## config.mk

```make
export PLATFORM = sky130hd
export DESIGN_NAME = input_debouncer
export DESIGN_NICKNAME = d
export VERILOG_FILES = /design/src/rtl/debounce_pkg.sv /design/src/rtl/sync_chain.sv /design/src/rtl/input_debouncer.sv
export SDC_FILE = /design/constraint.sdc
export NUM_CORES = 1
export LEC_CHECK = 0
export BUFFER_PORTS_ARGS = -buffer_cell sky130_fd_sc_hd__buf_2
export CAP_MARGIN = 30
export CORE_ASPECT_RATIO = 1.75
export CORE_UTILIZATION = 26
export CTS_CLUSTER_DIAMETER = 200
export DETAILED_ROUTE_END_ITERATION = 12
export PLACE_DENSITY = 0.52
export SLEW_MARGIN = 40
export SYNTH_ARGS = -nofsm -noshare
export SYNTH_HDL_FRONTEND = slang
export SYNTH_SLANG_ARGS = --single-unit
```

## constraint.sdc

```tcl
create_clock -name clk -period 4.2 [get_ports clk]
set_clock_uncertainty 0.1 [all_clocks]
set_input_delay 0.63 -clock clk [delete_from_list [all_inputs] [get_ports clk]]
set_output_delay 0.63 -clock clk [all_outputs]
set_load 0.05 [all_outputs]
```

## src/rtl/debounce_pkg.sv

```systemverilog
// Shared definitions for the input debouncer: FSM state encoding and default
// synchronizer depth / debounce window.
package debounce_pkg;

    typedef enum logic [1:0] {
        STABLE_LOW  = 2'd0,
        WAIT_HIGH   = 2'd1,
        STABLE_HIGH = 2'd2,
        WAIT_LOW    = 2'd3
    } state_e;

    localparam int DEF_SYNC_STAGES     = 2;
    localparam int DEF_DEBOUNCE_CYCLES = 1000;

endpackage

```

## src/rtl/sync_chain.sv

```systemverilog
// N-flop synchronizer for a single asynchronous bit; all flops clear to 0 on
// the asynchronous active-low reset.
module sync_chain
    import debounce_pkg::*;
#(
    parameter int STAGES = DEF_SYNC_STAGES
) (
    input  logic clk,
    input  logic rst,
    input  logic d_i,
    output logic q_o
);

    logic [STAGES-1:0] sync_q;

    always_ff @(posedge clk or negedge rst) begin
        if (!rst) begin
            sync_q <= '0;
        end else begin
            sync_q <= {sync_q[STAGES-2:0], d_i};
        end
    end

    assign q_o = sync_q[STAGES-1];

endmodule

```

## src/rtl/input_debouncer.sv

```systemverilog
// Debounces a raw asynchronous input into a clean registered level plus
// one-cycle rise/fall pulses. fall_pulse is only built when DEBOUNCE_FALL_PULSE_EN is defined.
module input_debouncer
    import debounce_pkg::*;
#(
    parameter int SYNC_STAGES     = DEF_SYNC_STAGES,
    parameter int DEBOUNCE_CYCLES = DEF_DEBOUNCE_CYCLES
) (
    input  logic clk,
    input  logic rst,
    input  logic raw_in,
    output logic q_clean,
    output logic rise_pulse,
    output logic fall_pulse
);

    localparam int              CNT_W    = $clog2(DEBOUNCE_CYCLES);
    localparam logic [CNT_W-1:0] CNT_LAST = CNT_W'(DEBOUNCE_CYCLES - 1);
    localparam logic [CNT_W-1:0] CNT_ONE  = CNT_W'(1);

    logic             s;
    state_e           state_q, state_d;
    logic [CNT_W-1:0] cnt_q, cnt_d;
    logic             q_clean_q, q_clean_d;
    logic             rise_q, rise_d;
`ifdef DEBOUNCE_FALL_PULSE_EN
    logic             fall_q, fall_d;
`endif

    sync_chain #(.STAGES(SYNC_STAGES)) u_sync (
        .clk (clk),
        .rst (rst),
        .d_i (raw_in),
        .q_o (s)
    );

    // cnt counts consecutive new-level samples; any opposite sample restarts it.
    always_comb begin
        state_d   = state_q;
        cnt_d     = '0;
        q_clean_d = q_clean_q;
        rise_d    = 1'b0;
`ifdef DEBOUNCE_FALL_PULSE_EN
        fall_d    = 1'b0;
`endif
        case (state_q)
            STABLE_LOW: begin
                if (s) begin
                    state_d = WAIT_HIGH;
                    cnt_d   = CNT_ONE;
                end
            end
            WAIT_HIGH: begin
                if (!s) begin
                    state_d = STABLE_LOW;
                end else if (cnt_q == CNT_LAST) begin
                    state_d   = STABLE_HIGH;
                    q_clean_d = 1'b1;
                    rise_d    = 1'b1;
                end else begin
                    cnt_d = cnt_q + CNT_ONE;
                end
            end
            STABLE_HIGH: begin
                if (!s) begin
                    state_d = WAIT_LOW;
                    cnt_d   = CNT_ONE;
                end
            end
            WAIT_LOW: begin
                if (s) begin
                    state_d = STABLE_HIGH;
                end else if (cnt_q == CNT_LAST) begin
                    state_d   = STABLE_LOW;
                    q_clean_d = 1'b0;
`ifdef DEBOUNCE_FALL_PULSE_EN
                    fall_d    = 1'b1;
`endif
                end else begin
                    cnt_d = cnt_q + CNT_ONE;
                end
            end
            default: state_d = STABLE_LOW;
        endcase
    end

    always_ff @(posedge clk or negedge rst) begin
        if (!rst) begin
            state_q   <= STABLE_LOW;
            cnt_q     <= '0;
            q_clean_q <= 1'b0;
            rise_q    <= 1'b0;
        end else begin
            state_q   <= state_d;
            cnt_q     <= cnt_d;
            q_clean_q <= q_clean_d;
            rise_q    <= rise_d;
        end
    end

`ifdef DEBOUNCE_FALL_PULSE_EN
    always_ff @(posedge clk or negedge rst) begin
        if (!rst) begin
            fall_q <= 1'b0;
        end else begin
            fall_q <= fall_d;
        end
    end

    assign fall_pulse = fall_q;
`else
    assign fall_pulse = 1'b0;
`endif

    assign q_clean    = q_clean_q;
    assign rise_pulse = rise_q;

endmodule

```

==> results of run 1 <==
## cell type report
cell class / instances / share of cell area (%)
clock buffer: 3 / 4.53
multi-input combinational: 50 / 42.3
sequential: 16 / 44.0
timing repair buffer: 4 / 2.20
tap: 42 / 5.77
inverter: 3 / 1.24
## stage by stage
| stage | util [%] | hold slack (ps) | instances | instance area [µm²] |
|---|---|---|---|---|
| floorplan | - | 231 | 72 | 821 |
| global placement | 29.4 | 244 | 115 | 870 |
| detailed placement | 29.4 | 236 | 115 | 870 |
| CTS | 30.8 | 194 | 118 | 911 |
| global route | 30.8 | 216 | 118 | 911 |
| finish | 30.8 | 179 | 118 | 911 |
## where the power goes
group | internal, mW | switching (mW)
logic | 0.00398 | 0.00892
clock network | 0.0637 | 0.0505
registers | 0.157 | 0.00316
## cell usage after synthesis, types with 2 or more instances
master	number	area share, %
dfrtp_1	16	49
nand3_1	4	2.4
nor2_1	4	1.8
inv_1	3	1.4
xor2_1	3	3.2
a21oi_1	2	1.2
a31oi_1	2	1.5
a41oi_1	2	2.1
and2_1	2	1.5
and4_1	2	2.1
nand2_1	2	0.91
nand4_1	2	1.5
or3_1	2	1.5
## worst min path at each step
| stage | depth (start not counted) | slack [ps] | to |
|---|---|---|---|
| floorplan | 0 | 230 | asynchronous set/reset pin |
| global placement | 0 | 240 | u_sync.sync_q[1] |
| detailed placement | 0 | 240 | u_sync.sync_q[1] |
| CTS | 1 | 190 | asynchronous set/reset pin |
| global route | 1 | 220 | asynchronous set/reset pin |
| finish | 1 | 180 | u_sync.sync_q[0] |
## layer usage
layer  global-route usage (%)  share of wire (%)  vias to the layer above
met4                     9.09                4.0                        0
li1                         -                  -                      282
met2                     18.5                 53                        8
met1                     12.3                 42                      284
met3                     1.42                1.4                        5
met5                        0                  0                        -
## registers in the layout, summed over array words and instances (netlist names), named ones only
name           flops
cnt_q             10
q_clean            1
rise_pulse         1
state_q            1
u_sync.sync_q      2
## cell families after synthesis
group,Yosys count,synth area share (%)
xor gates and xnor gates,4,4.27
buffers and inverters,6,4.27
muxes,1,1.83
AOI/OAI and AO/OA,16,16.3
other,1,0.457
adders and majority gates,1,1.52
and+or+nand+nor,27,22.6
DFF,16,48.8
==> flow_summary.json, run 1 <==
{
  "cts_setup_buffers": 0,
  "outcome": "finished clean",
  "crit_type": "flop to primary output",
  "finalSetupTns_ps": 0,
  "area_delta_synth_final_pct": 11.0,
  "layout-drive-gt1-share_pct": 18.4,
  "vias_per_cell": 4.91,
  "final_common_cell": "dfrtp_1",
  "cts_tree": "done",
  "h-tree-depth": 1,
  "grt_max_degree": 17,
  "cts-root-buf": "clkbuf_8",
  "rsz0062_at_grt": "no",
  "ys_ff_latch": 16,
  "critPathRequiredTime_ps": 3470,
  "preCtsSetupSlack_ps": 2590,
  "die_y_um": 76.3,
  "crit_slowest_cell": "dfrtp_1",
  "grt_first_pass_wirelength_um": 2730,
  "grt_overflow": 0,
  "portBuffers": 4,
  "final_antenna_net_count": 0,
  "power_mw": 0.287,
  "io_pins": 6,
  "cts_max_path_buffers": 2,
  "cp_num_buf_inv": 1,
  "path_depth": 1,
  "min_path_type": "primary input to asynchronous set/reset pin",
  "synth_cell_types": 39,
  "die_w_um": 44.5,
  "synth.avg_cell_area_um2": 11.4,
  "ys_seq_area_share_pct": 48.8,
  "fillerInstances": 306,
  "grt_usage_pct": 11.3,
  "crit_chain": "buf_2",
  "vias": 579,
  "synth_edf_count": 0,
  "async_flop_share_pct": 100,
  "cp-endpoint": "q_clean",
  "fmax_ghz": 0.616,
  "core_um2": 2960,
  "hold_violations": 0,
  "worstReg2RegStart": "cnt_q[0]",
  "peakVddDrop_uv": 239,
  "cts.reportedPaths.clkPinSlew_ps": 60,
  "grt_pass1_vias": 598,
  "wl_per_cell_um": 13.4,
  "finalSetupViolations": 0,
  "syn-num-nets": 76,
  "drv_slew": 0,
  "worstPathMaxFanout": 3,
  "drt_iter0_drc": 16,
  "start_util_pct": 27.7,
  "ys.flop_type": "dfrtp_1",
  "cts.sinks": 16,
  "cp_slowest_stage_delay_ps": 370,
  "yosys_warnings": 0,
  "post-route-drc-count": 0,
  "worstSetupStartpointType": "flop",
  "seq_area_um2": 400,
  "cp.arrival_ps": 890,
  "layout_common_cells": "dfrtp_1 (16), nand3_1 (4), nor2_1 (4), buf_2 (4)",
  "numCtsBuffers": 3,
  "crit_path_start": "q_clean",
  "ff2ff_setup_slack_ps": 2590,
  "gp_congestion": 0.781,
  "cp_top_family": "flip-flops",
  "netlist_area_um2": 821,
  "wl_um": 1580,
  "setup_ws_ps": 2580,
  "clock_latency_ps": 250,
  "leakagePower_nw": 0.380,
  "rows": 26,
  "final_nets": 82,
  "p_per_area_nw_per_um2": 315,
  "design.die.area_um2": 3390,
  "antenna_found_initial": 0,
  "first_pass_iters": 3,
  "netlist_instances": 72,
  "cts.repair.resized": 0,
  "diodes": 0,
  "reg2regPathDepth": 4,
  "maxCapViolations": 0,
  "ctsHoldBuffers": 0,
  "finalCritPeriodShare_pct": 38.6,
  "multiInputGateArea_um2": 385,
  "hpwlAfterDp_um": 1160,
  "final.min_clock_period_ps": 1620,
  "crit_path_end_kind": "primary output"
}
Power figures use the tool's default switching activity.
==> run 2: changes to the inputs <==
--- a/config.mk
+++ b/config.mk
@@ -11,7 +11,7 @@
 export CORE_UTILIZATION = 26
 export CTS_CLUSTER_DIAMETER = 200
 export DETAILED_ROUTE_END_ITERATION = 12
-export PLACE_DENSITY = 0.52
+export PLACE_DENSITY = 0.53
 export SLEW_MARGIN = 40
 export SYNTH_ARGS = -nofsm -noshare
 export SYNTH_HDL_FRONTEND = slang
==> constraint.sdc (replaced) <==
create_clock -name clk -period 1.4 [get_ports clk]
set_clock_uncertainty 0.1 [all_clocks]
set_input_delay 0.21 -clock clk [delete_from_list [all_inputs] [get_ports clk]]
set_output_delay 0.21 -clock clk [all_outputs]
set_load 0.05 [all_outputs]
==> flow_summary.json, run 2 (same netlist as run 1, synthesis figures left out) <==
{
  "antenna_found_initial": 0,
  "cp_slowest_stage_delay_ps": 390,
  "fin_util_pct": 37.9,
  "fin_cells": 139,
  "core_um2": 2960,
  "outcome": "finished, violations left",
  "worstPathMaxFanout": 5,
  "cts_max_path_buffers": 2,
  "hold_violations": 0,
  "gp_congestion": 0.788,
  "place_inst": 129,
  "maxCapViolations": 0,
  "vias": 663,
  "numCtsBuffers": 3,
  "failed_checks": "negative setup slack",
  "grt_max_degree": 17,
  "first_pass_iters": 4,
  "h-tree-depth": 1,
  "post-route-drc-count": 0,
  "reg_top3": "cnt_q (10), u_sync.sync_q (2)",
  "leakagePower_nw": 0.485,
  "rsz0062_at_grt": "yes",
  "cts-root-buf": "clkbuf_8",
  "rows": 26,
  "die_w_um": 44.5,
  "layout-drive-gt1-share_pct": 41.2,
  "design.die.area_um2": 3390,
  "layout_common_cells": "buf_4 (18), dfrtp_1 (14)",
  "portBuffers": 4,
  "worstReg2RegStart": "cnt_q[1]",
  "ff2ff_setup_slack_ps": -90,
  "fillerInstances": 294,
  "peakVddDrop_uv": 645,
  "crit_chain": "ha_4, and4bb_4, nand4_4, mux2_4",
  "final_antenna_net_count": 0,
  "power_mw": 0.955,
  "cp.arrival_ps": 1520,
  "grt_usage_pct": 11.3,
  "crit_type": "flop to flop",
  "min_path_type": "flop to flop",
  "setup_ws_ps": -86.9,
  "regMostFlops": "cnt_q",
  "final_common_cell": "buf_4",
  "vias_per_cell": 4.77,
  "p_per_area_nw_per_um2": 851,
  "start_util_pct": 27.7,
  "critPathRequiredTime_ps": 1440,
  "crit_slowest_cell": "dfrtp_1",
  "holdPathStages": 0,
  "wl_um": 1740,
  "hpwlAfterDp_um": 1210,
  "worstSetupStartpointType": "flop",
  "grt_pass1_vias": 682,
  "wl_per_cell_um": 12.5,
  "grt_overflow": 0,
  "cts.sinks": 16,
  "clock_latency_ps": 250,
  "die_y_um": 76.3,
  "fmax_ghz": 0.673,
  "finalSetupViolations": 7,
  "cts_tree": "done",
  "final.min_clock_period_ps": 1490,
  "crit_path_end_kind": "flop",
  "finalCritPeriodShare_pct": 106,
  "final_nets": 102,
  "cp_top_family": "simple AND/OR/NAND/NOR gates",
  "cp_num_buf_inv": 0,
  "cts.reportedPaths.clkPinSlew_ps": 70,
  "hold_path_startpoint": "u_sync.sync_q[0]",
  "grt_first_pass_wirelength_um": 2950,
  "io_pins": 6,
  "area_delta_synth_final_pct": 36.7,
  "drt_iter0_drc": 37,
  "min_to": "u_sync.sync_q[1]",
  "reg2regPathDepth": 4,
  "largest_reg_flops": 10,
  "drv_slew": 0,
  "diodes": 0
}
[run 2: timing repair]
action                                  in CTS  in global routing
resized for setup                            1                  7
pin swaps                                    1                  6
setup buffers                                2                  2
hold endpoints to repair                    17                  0
endpoints found under the setup margin      10                 12
hold buffers                                 2                  0
[run 2: worst register-to-register path, stage by stage (launching register included)]
cell and delay [ps]:
dfrtp_1 390, ha_4 180, and4bb_4 300, nand4_4 110, mux2_4 310
[run 2: worst max path at each step]
stage                     cells past startpoint        to  slack [ps]     start
after global routing                          4      flop        -130  cnt_q[1]
after detailed placement                      5  cnt_q[5]         -80  cnt_q[0]
final                                         4      flop         -90  cnt_q[1]
after floorplan                               4      flop         -30  cnt_q[0]
after CTS                                     4      flop         -90  cnt_q[0]
after global placement                        4      flop         -70  cnt_q[0]
[run 2: layout make-up]
cell class,instances,area (µm²),area share (%)
Tap cell,42,52.6,4.68
Inverter,3,11.3,1.00
Clock buffer,4,55.1,4.91
Sequential cell,16,403,35.9
Multi-Input combinational cell,50,425,37.9
Timing Repair Buffer,24,175,15.6
[run 2: routing by layer]
| layer | track usage [%] | routed length [µm] | vias up |
|---|---|---|---|
| met4 | 3.94 | 27 | 0 |
| met1 | 13.5 | 689 | 332 |
| li1 | - | - | 317 |
| met5 | 0 | 0 | - |
| met2 | 19.4 | 991 | 10 |
| met3 | 2.13 | 33 | 4 |
[run 2: power by group]
| group | leakage [nW] | switching [mW] | internal, mW |
|---|---|---|---|
| sequential | 0.211 | 0.0100 | 0.470 |
| combinational | 0.245 | 0.0326 | 0.0327 |
| clock | 0.0288 | 0.160 | 0.249 |
| total | 0.485 | 0.203 | 0.752 |
[run 2: through the flow]
step | area [µm²] | TNS, ps | hold WS [ps] | setup slack (ps)
floorplan | 833 | -27.4 | -186 | -27.4
global placement | 987 | -263 | 47.2 | -74.2
detailed placement | 987 | -409 | 46.2 | -77.6
CTS | 1080 | -477 | 255 | -92.4
global route | 1120 | -819 | 257 | -129
finish | 1120 | -161 | 252 | -86.9
